`config.mk`:
```
export PLATFORM = sky130hd
export DESIGN_NAME = vc_credit_tx
export DESIGN_NICKNAME = d
export VERILOG_FILES = /design/src/rtl/vc_credit_tx.sv
export SDC_FILE = /design/constraint.sdc
export NUM_CORES = 1
export LEC_CHECK = 0
export BUFFER_PORTS_ARGS = -buffer_cell sky130_fd_sc_hd__buf_2
export CORE_MARGIN = 2
export CORE_UTILIZATION = 55
export CTS_BUF_LIST = sky130_fd_sc_hd__clkbuf_8
export DETAILED_ROUTE_END_ITERATION = 7
export PLACE_DENSITY = 0.84
export REMOVE_ABC_BUFFERS = 1
export SLEW_MARGIN = 10
export SYNTH_ARGS = -nofsm -noshare
export SYNTH_HDL_FRONTEND = slang
export SYNTH_SLANG_ARGS = --single-unit
```
`constraint.sdc`:
```
create_clock -name clk -period 2.6 [get_ports clk]
set_clock_uncertainty 0.1 [all_clocks]
set_input_delay 0.26 -clock clk [delete_from_list [all_inputs] [get_ports clk]]
set_output_delay 0.26 -clock clk [all_outputs]
set_load 0.03 [all_outputs]
```
`src/rtl/vc_credit_tx.sv`:
```
`default_nettype none
// +----------------------------------------------------------------------------+
// | Module      : vc_credit_tx (plus package noc_params_pkg)                   |
// | Description : Credit-based link transmitter for a virtual-channel router   |
// |               output port. Keeps one credit counter and one allocation     |
// |               FSM (FREE/RESERVED/ACTIVE/DRAIN) per downstream VC, forwards |
// |               legal flits through one register stage and flags protocol    |
// |               violations on a sticky error output.                         |
// | Ports       : clk, rst (sync, active-high)                                 |
// |               data_i/valid_i/vc_i/ready_o  - flit input from crossbar      |
// |               data_o/valid_o/vc_o          - registered link output        |
// |               credit_valid_i/credit_vc_i   - credit return from downstream |
// |               vc_claim_i/vc_claim_id_i     - VC allocator claim            |
// |               credit_avail_o, vc_free_o    - per-VC status vectors         |
// |               error_o                      - sticky protocol error         |
// | Option      : VC_CREDIT_BYPASS_EN - a credit returned in the same cycle    |
// |               may be used immediately by a send on that VC.                |
// | Revision    : 1.0 - initial release                                        |
// +----------------------------------------------------------------------------+

package noc_params_pkg;
  localparam int VC_DEPTH = 4;
  localparam int VC_NUM   = 4;

  typedef enum logic [1:0] {
    HEAD     = 2'd0,
    BODY     = 2'd1,
    TAIL     = 2'd2,
    HEADTAIL = 2'd3
  } flit_label_t;

  typedef struct packed {
    flit_label_t flit_label;
    logic [31:0] data;
  } flit_t;
endpackage

module vc_credit_tx
  import noc_params_pkg::*;
#(
  parameter int BUFFER_SIZE = VC_DEPTH,
  parameter int N_VC        = VC_NUM,
  localparam int VC_SIZE    = $clog2(N_VC)
) (
  input  logic               clk,
  input  logic               rst,
  input  flit_t              data_i,
  input  logic               valid_i,
  input  logic [VC_SIZE-1:0] vc_i,
  output logic               ready_o,
  output flit_t              data_o,
  output logic               valid_o,
  output logic [VC_SIZE-1:0] vc_o,
  input  logic               credit_valid_i,
  input  logic [VC_SIZE-1:0] credit_vc_i,
  input  logic               vc_claim_i,
  input  logic [VC_SIZE-1:0] vc_claim_id_i,
  output logic [N_VC-1:0]    credit_avail_o,
  output logic [N_VC-1:0]    vc_free_o,
  output logic               error_o
);

  localparam int                c_cnt_w      = $clog2(BUFFER_SIZE + 1);
  localparam logic [c_cnt_w-1:0] c_credit_max = c_cnt_w'(BUFFER_SIZE);

  typedef enum logic [1:0] {
    S_FREE     = 2'd0,
    S_RESERVED = 2'd1,
    S_ACTIVE   = 2'd2,
    S_DRAIN    = 2'd3
  } vc_state_t;

  logic [N_VC-1:0][c_cnt_w-1:0] w_credit;
  logic [N_VC-1:0]              w_reserved;
  logic [N_VC-1:0]              w_active;
  logic [N_VC-1:0]              w_err_vc;

  flit_label_t w_lbl;
  logic        w_is_head;
  logic        w_legal;
  logic        w_accept;
  logic        w_send;
  logic        w_bad_flit;

  flit_t              r_data;
  logic               r_valid;
  logic [VC_SIZE-1:0] r_vc;
  logic               r_error;

`ifdef VC_CREDIT_BYPASS_EN
  // A credit arriving this cycle on the target VC covers a send from an empty counter.
  assign ready_o = (w_credit[vc_i] != '0) || (credit_valid_i && (credit_vc_i == vc_i));
`else
  assign ready_o = (w_credit[vc_i] != '0);
`endif

  // Heads must open a reserved VC; body/tail must continue an active packet.
  assign w_lbl      = data_i.flit_label;
  assign w_is_head  = (w_lbl == HEAD) || (w_lbl == HEADTAIL);
  assign w_legal    = w_is_head ? w_reserved[vc_i] : w_active[vc_i];
  assign w_accept   = valid_i && ready_o;
  assign w_send     = w_accept && w_legal;
  assign w_bad_flit = w_accept && !w_legal;

  for (genvar v = 0; v < N_VC; v++) begin : g_vc
    logic [c_cnt_w-1:0] r_credit;
    logic [c_cnt_w-1:0] w_credit_next;
    vc_state_t          r_state;
    vc_state_t          w_state_mid;
    vc_state_t          w_state_next;
    logic               w_dec;
    logic               w_inc;
    logic               w_claim;
    logic               w_cr_err;
    logic               w_claim_err;

    assign w_dec   = w_send && (vc_i == VC_SIZE'(v));
    assign w_inc   = credit_valid_i && (credit_vc_i == VC_SIZE'(v));
    assign w_claim = vc_claim_i && (vc_claim_id_i == VC_SIZE'(v));

    // Simultaneous send and return cancel; a net return onto a full counter overflows.
    always_comb begin
      w_credit_next = r_credit;
      w_cr_err      = 1'b0;
      if (w_inc && !w_dec) begin
        if (r_credit == c_credit_max) begin
          w_cr_err = 1'b1;
        end else begin
          w_credit_next = r_credit + c_cnt_w'(1);
        end
      end else if (w_dec && !w_inc) begin
        w_credit_next = r_credit - c_cnt_w'(1);
      end
    end

    // A VC leaves DRAIN on the same edge its counter becomes full again, so the
    // HEADTAIL/TAIL transition is resolved first and the drain check applied after.
    always_comb begin
      w_state_mid = r_state;
      w_claim_err = 1'b0;
      if (w_dec) begin
        case (r_state)
          S_RESERVED: w_state_mid = (w_lbl == HEADTAIL) ? S_DRAIN : S_ACTIVE;
          S_ACTIVE:   if (w_lbl == TAIL) w_state_mid = S_DRAIN;
          default:    w_state_mid = r_state;
        endcase
      end
      if (w_claim) begin
        if (r_state == S_FREE) begin
          w_state_mid = S_RESERVED;
        end else begin
          w_claim_err = 1'b1;
        end
      end
      w_state_next = w_state_mid;
      if ((w_state_mid == S_DRAIN) && (w_credit_next == c_credit_max)) begin
        w_state_next = S_FREE;
      end
    end

    always_ff @(posedge clk) begin
      if (rst) begin
        r_credit <= c_credit_max;
        r_state  <= S_FREE;
      end else begin
        r_credit <= w_credit_next;
        r_state  <= w_state_next;
      end
    end

    assign w_credit[v]       = r_credit;
    assign w_reserved[v]     = (r_state == S_RESERVED);
    assign w_active[v]       = (r_state == S_ACTIVE);
    assign w_err_vc[v]       = w_cr_err || w_claim_err;
    assign credit_avail_o[v] = (r_credit != '0);
    assign vc_free_o[v]      = (r_state == S_FREE);
  end

  // Link register: data/vc hold their last value when nothing is forwarded.
  always_ff @(posedge clk) begin
    if (rst) begin
      r_data  <= '0;
      r_valid <= 1'b0;
      r_vc    <= '0;
      r_error <= 1'b0;
    end else begin
      r_valid <= w_send;
      if (w_send) begin
        r_data <= data_i;
        r_vc   <= vc_i;
      end
      r_error <= r_error || w_bad_flit || (|w_err_vc);
    end
  end

  assign data_o  = r_data;
  assign valid_o = r_valid;
  assign vc_o    = r_vc;
  assign error_o = r_error;

endmodule

`default_nettype wire
```
==> summary.md, run 1 <==
| Metric | Value |
|---|---|
| First-pass GRT wire length | 14,200 µm |
| Hold_ws | 0.0424 ns |
| Clk root buf | clkbuf_8 |
| Post-CTS Setup Repair Bufs | 0 |
| Core Footprint | 0.00599 mm² |
| Area after DPL | 0.00399 mm² |
| Largest cells by area after synthesis | dfxtp_1 34%, mux2i_1 13%, ha_1 9.5% |
| Status | complete, no violations |
| Critical path endpoint | g_vc[0].r_state[0] |
| Total die area | 0.00690 mm² |
| CP arrival | 2.48 ns |
| Num ports | 92 |
| Slew @ Worst Pin | 0.584 ns |
| Busiest layer in global routing | met2 |
| Post-Syn Area per Cell | 9.17 µm² |
| Register area share after synthesis | 0.338 |
| Main combinational cell family by area after synthesis | simple AND/OR/NAND/NOR gates |
| WL final | 8640 µm |
| Remaining global-route overflow | 0 |
| Worst R2R End | g_vc[0].r_state[0] |
| Simple-gate share of the synthesized area | 0.198 |
| Reg-to-reg slack, setup | 0.27 ns |
| Post-layout min period | 2.33 ns |
| M1 GR Usage | 0.281 |
| Mapped Cells | 375 |
| Most frequently used flop master after synthesis | dfxtp_1 |
| Period utilisation layout | 0.897 |
| Mux cell area share after synthesis | 0.138 |
| Synth Area in Compound Gates | 0.167 |
| DRC Markers | 0 |
| Post-synth top area cell | dfxtp_1 |
| Initial Util | 0.574 |
| # Max-Cap Violations | 0 |
| Post-Synth Adder-Cell Area | 0.0975 |
| CTS resizes | 0 |
| Die height | 83.1 µm |
| Rel. slew slack | 0.611 |
| YS warnings | 0 |
| # setup viols final | 0 |
| Worst reg-to-reg path cell count | 8 |
| RSZ-0062 raised after global routing | no |
| DR vias/cell | 5.73 |
| Final-report hold violation count | 0 |
| Drt first-iter violations | 168 |
| # port buffers | 91 |
| CTS buffer count | 9 |
| Fin area | 0.00418 mm² |
| Avg WL per Cell | 15.6 µm |
| Worst-path clk slew | 0.07 ns |
| Setup crit start kind | register |
| Dpl hpwl | 6430 µm |
| Max-slew violation count | 0 |
| Area grow syn2layout | 21.5% |
| Via count | 3,169 |
| Distinct cells, synth | 65 |
| Grt met2 use | 0.443 |
| Met3 usage | 0.0507 |
| CTS sink count | 58 |
| TritonCTS clock tree | yes |
| Skew-Pair Late Insertion Delay | 0.35 ns |
| Asr flop ratio synth | 0 |
| Hold buffer count at CTS | 0 |
| Fmax | 429 MHz |
| Final ANT Viol Nets | 0 |
| Pwr Density | 538 mW/mm² |
| DRT Pass-1 Iters | 4 |
| Vias in the first global route | 3,167 |
| Initial antenna violation count | 0 |
| Share of layout cells above drive strength 1 | 0.282 |
| CP Capture Type | register |
| Leakage | 2.11 nW |
| Post-synthesis xor/xnor area fraction | 0.0102 |
| CP Max Fanout | 5 |
| Worst R2R Start | g_vc[0].r_state[1] |
| Critical path origin | g_vc[0].r_state[1] |
| Synthesized flop and latch total | 58 |
| WS Path Type | reg -> reg |
| Num rows | 28 |
| GPL Wtd Cong | 0.957 |
| Hold/Removal Path Class | in -> reg |
| Yosys top cell area share | 0.338 |
| Largest net degree at the start of global routing | 38 |
| Antenna fix cells | 0 |
| CTS HTree Levels | 3 |
| # nets final | 544 |
| Total GRT Usage | 0.250 |
| Clock Path Buffers | 2 |
| CP required | 2.74 ns |
| Die X | 83.1 µm |
| Core Util, Final | 0.698 |
| Post-synth EDFFs | 0 |
| Post-synthesis instance area | 0.00344 mm² |
| Max VDD drop | 430 µV |
report_power, final:
group | total [mW] | internal [mW] | switching [mW]
Sequential | 0.957 | 0.922 | 0.0354
Combinational | 0.458 | 0.189 | 0.268
Clock | 0.836 | 0.461 | 0.375
Total | 2.25 | 1.57 | 0.678
registers in the layout (all words and copies together) (netlist names):
name and cells:
valid_o 1, g_vc.r_credit 12, vc_o 2, data_o 34, g_vc.r_state 8, error_o 1
final cells by class:
| type | instances | area (µm²) |
|---|---|---|
| clock buffers | 10 | 138 |
| inverters | 20 | 75.1 |
| repair buffers | 102 | 551 |
| fillers | 480 | 1810 |
| flip-flops and latches | 58 | 1160 |
| well taps | 75 | 93.8 |
| clock inverters | 6 | 57.6 |
| multi-input cells | 282 | 2100 |
routing by layer:
layer  vias to the layer above  wire length, µm
met5                         -                0
met2                       117             4370
met3                        31              419
li1                       1548                -
met1                      1473             3520
met4                         0              331
cells in the final DEF, fill, tap and decap left out, drive strengths merged, types with 2 or more instances in the layout:
| master | Yosys | layout |
|---|---|---|
| buf | 9 | 102 |
| a21o | 4 | 4 |
| a221oi | 2 | 2 |
| or3 | 5 | 5 |
| o32a | 3 | 3 |
| nand2b | 12 | 12 |
| clkbuf | 6 | 10 |
| ha | 26 | 26 |
| a31oi | 5 | 5 |
| a32oi | 2 | 2 |
| inv | 20 | 21 |
| mux2 | 4 | 4 |
| a311oi | 4 | 4 |
| nor3b | 2 | 2 |
| nand4 | 3 | 3 |
| and3 | 6 | 6 |
| a22oi | 4 | 4 |
| clkinv | 0 | 4 |
| nand3b | 2 | 2 |
| nand2 | 15 | 15 |
| a32o | 2 | 2 |
| nor3 | 5 | 5 |
| o21ai | 14 | 14 |
| nand3 | 9 | 9 |
| o21a | 2 | 2 |
| a211oi | 6 | 6 |
| o211ai | 3 | 3 |
| xnor2 | 4 | 4 |
| nor2b | 3 | 3 |
| a211o | 4 | 4 |
| nor2 | 54 | 54 |
| and2 | 2 | 2 |
| a21oi | 12 | 12 |
| mux2i | 43 | 43 |
| o2bb2ai | 2 | 2 |
| dfxtp | 58 | 58 |
| nor4 | 3 | 3 |
how the worst min path moves through the flow:
stage / startpoint / endpoint / depth (start not counted) / slack, ns
floorplan: rst / error_o / 1 / 0.23
global placement: data_o[30] / data_o[30] / 2 / 0.37
detailed placement: data_o[21] / data_o[21] / 2 / 0.38
CTS: data_i[28] / data_o[28] / 3 / 0.04
global route: data_i[28] / data_o[28] / 3 / 0.05
finish: data_i[4] / data_o[4] / 3 / 0.04
cell usage after synthesis (all sizes together) (2+ instances only):
master,instances
and2,2
a311oi,4
nor2b,3
a22oi,4
nand3,9
o32a,3
a211oi,6
a21o,4
mux2i,43
nor3,5
or3,5
nand3b,2
a221oi,2
a211o,4
nand2b,12
nor4,3
o211ai,3
mux2,4
ha,26
o2bb2ai,2
nand2,15
a32o,2
nor2,54
inv,20
buf,9
dfxtp,58
o21ai,14
xnor2,4
a32oi,2
clkbuf,6
o21a,2
and3,6
nand4,3
a31oi,5
nor3b,2
a21oi,12
stage by stage:
| stage | power [mW] | cells | setup TNS, ns | setup slack (ns) |
|---|---|---|---|---|
| finish | 2.25 | 553 | 0 | 0.267 |
| global route | 2.34 | 553 | 0 | 0.167 |
| CTS | 2.25 | 553 | 0 | 0.286 |
| detailed placement | 1.42 | 537 | 0 | 0.0723 |
| global placement | 1.41 | 537 | 0 | 0.199 |
| floorplan | 1.27 | 360 | -25.16 | -0.687 |
cell families (layout without fill, tap and decap cells):
group                      count (synthesis)  after routing
adders and majority gates                 27             27
DFF                                       58             58
buffers and inverters                     35            138
and+or+nand+nor                          127            127
xor gates and xnor gates                   4              4
AOI/OAI and AO/OA                         77             77
muxes                                     47             47
worst max-delay path: stages (launching register included):
cell,delay (ns)
dfxtp_1,0.35
inv_1,0.08
ha_1,0.22
mux2i_1,0.36
nor4_4,0.10
maj3_1,0.37
o21ai_0,0.30
nand3_1,0.12
o211a_1,0.23
(Power assumes the default switching activity.)
==> run 2, diff against run 1 <==
Settings changed: CELL_PAD_IN_SITES_DETAIL_PLACEMENT from default to 0, CELL_PAD_IN_SITES_GLOBAL_PLACEMENT from default to 1, CORE_UTILIZATION 55 to 40, PLACE_DENSITY 0.84 to 0.82.
Clock period 2.6 ns to 2.7 ns, I/O delays scaled along.
==> run 2 against run 1 <==
  * Register-to-register slack better by 0.14 ns
  * Clock-buffer cell count down 1
  * Setup slack better by 0.14 ns
  * Sequential power down 3.7%
  * Core utilization down 19 points
  * First-iteration DRC count down 46%
  * Sequential share of layout area up 0.14 points
  * Total power down 9.7%
  * Fmax up 1.6%
  * Non-clock buffer count down 3
  * Routed wire length down 1.4%
  * Hold slack better by 0.0021 ns
  * Highest routed layer unchanged
==> summary.md, run 2 (synthesis gave the netlist of run 1 again) <==
| Metric | Value |
|---|---|
| Remaining global-route overflow | 0 |
| Rel. slew slack | 0.657 |
| GPL Wtd Cong | 0.856 |
| Max-slew violation count | 0 |
| Via count | 3,047 |
| Largest net degree at the start of global routing | 33 |
| Max VDD drop | 234 µV |
| # nets final | 541 |
| Reg-to-reg slack, setup | 0.40 ns |
| Logic gate share of total power | 0.211 |
| PnR worst setup slack | 0.403 ns |
| Switching Share | 0.318 |
| Avg WL per Cell | 14.7 µm |
| Initial antenna violation count | 0 |
| Post-layout min period | 2.30 ns |
| Reg area | 0.00116 mm² |
| Clock Path Buffers | 2 |
| Net Sw Power | 0.645 mW |
| Worst-path clk slew | 0.07 ns |
| Critical path, cell by cell | inv_1 > ha_1 > mux2i_1 > nor4_4 > maj3_1 > o21ai_0 > nand3_1 > o211a_1 |
| Clk network pwr share | 0.335 |
| Slew @ Worst Pin | 0.511 ns |
| CTS sink count | 58 |
| DRT Pass-1 Iters | 4 |
| Final cell count without fillers | 579 |
| Placed cells | 564 |
| Num rows | 33 |
| Slowest CP cell | dfxtp_1 |
| Final ANT Viol Nets | 0 |
| Die height | 96.7 µm |
| Internal | 1.39 mW |
| DP Worst Slack | 0.143 ns |
| Final-report hold violation count | 0 |
| Most common cell after layout, fill and taps aside | buf_2 |
| Area of the multi-input gates | 0.00210 mm² |
| Clk root buf | clkbuf_8 |
| WS Path Type | reg -> reg |
| CTS HTree Levels | 3 |
| CTS resizes | 0 |
| # port buffers | 91 |
| Hold buffer count at CTS | 0 |
| Share of layout cells above drive strength 1 | 0.278 |
| Fmax | 435 MHz |
| CP Capture Type | register |
| DR vias/cell | 5.26 |
| Highest-count cells in the layout ignoring fill and taps | 91 x buf_2, 58 x dfxtp_1, 54 x nor2_1, 43 x mux2i_1, 26 x ha_1 |
| Leakage | 2.07 nW |
| Status | complete, no violations |
| DRC Markers | 0 |
| CP arrival | 2.45 ns |
| CP required | 2.85 ns |
| CTS buffer count | 9 |
| Hold_ws | 0.0445 ns |
| Seq pwr share | 0.454 |
| Num ports | 92 |
| Core Footprint | 0.00826 mm² |
| Total power | 2.03 mW |
| RSZ-0062 raised after global routing | no |
| Hold/Removal Path Class | in -> reg |
| Number of flip-flops under the largest register name | 34 |
| Critical Path Max Stage Delay | 0.37 ns |
| Total GRT Usage | 0.186 |
| Initial Util | 0.417 |
| # Max-Cap Violations | 0 |
| Area grow syn2layout | 20.9% |
| Vias in the first global route | 3,014 |
| # setup viols final | 0 |
| Die X | 96.7 µm |
| Drt first-iter violations | 90 |
| Total die area | 0.00936 mm² |
| Core Util, Final | 0.504 |
| Period utilisation layout | 0.851 |
| Antenna fix cells | 0 |
| CP Max Fanout | 9 |
| Skew-Pair Late Insertion Delay | 0.35 ns |
| Post-CTS Setup Repair Bufs | 0 |
| WL final | 8520 µm |
| Filler cells | 832 |
| First-pass GRT wire length | 14,200 µm |
| Dpl hpwl | 6420 µm |
| Setup crit start kind | register |
| Pwr Density | 489 mW/mm² |
| TritonCTS clock tree | yes |
==> run 2: final timing paths <==
kind,from,end,cells after the start
max,g_vc[0].r_state[0],g_vc[0].r_state[0],8
min reg2reg,data_o[22],data_o[22],2
max reg2reg,g_vc[0].r_state[0],g_vc[0].r_state[0],8
min,data_i[1],data_o[1],3
==> run 2: final cells by class <==
class	count	area share
timing repair buffer	99	0.127
clock buffer	9	0.0298
tap	105	0.0316
multi-input combinational	282	0.506
clock inverter	6	0.00842
inverter	20	0.0181
sequential	58	0.279
==> run 2: power by group through the flow <==
stage	registers [mW]	logic [mW]	clock network, mW
4_1_cts	0.921	0.430	0.707
3_5_place_dp	0.940	0.428	0
5_1_grt	0.926	0.480	0.745
3_3_place_gp	0.939	0.422	0
2_1_floorplan	0.951	0.273	0
6_report	0.922	0.429	0.681
==> run 2: through the flow <==
stage	cell area, µm²	setup TNS [ns]
after floorplan	3340	-21.46
after global placement	4000	0
after detailed placement	4000	0
after CTS	4160	0
after global routing	4160	0
final	4160	0
==> run 2: critical path: cells and delay by family (launching register included) <==
| kind | cells | cell delay (ns) |
|---|---|---|
| DFF | 1 | 0.37 |
| adders and majority gates | 2 | 0.57 |
| AOI/OAI and AO/OA | 2 | 0.50 |
| muxes | 1 | 0.34 |
| buffers and inverters | 1 | 0.07 |
| and+or+nand+nor | 2 | 0.23 |
==> run 2: metal layers <==
metal  vias to the layer above  wire length (µm)  track usage
met4                         0               195       0.0737
met1                      1416              3780        0.232
met5                         -                 0            0
met2                        70              4160        0.309
met3                        18               387       0.0434
li1                       1543                 -            -
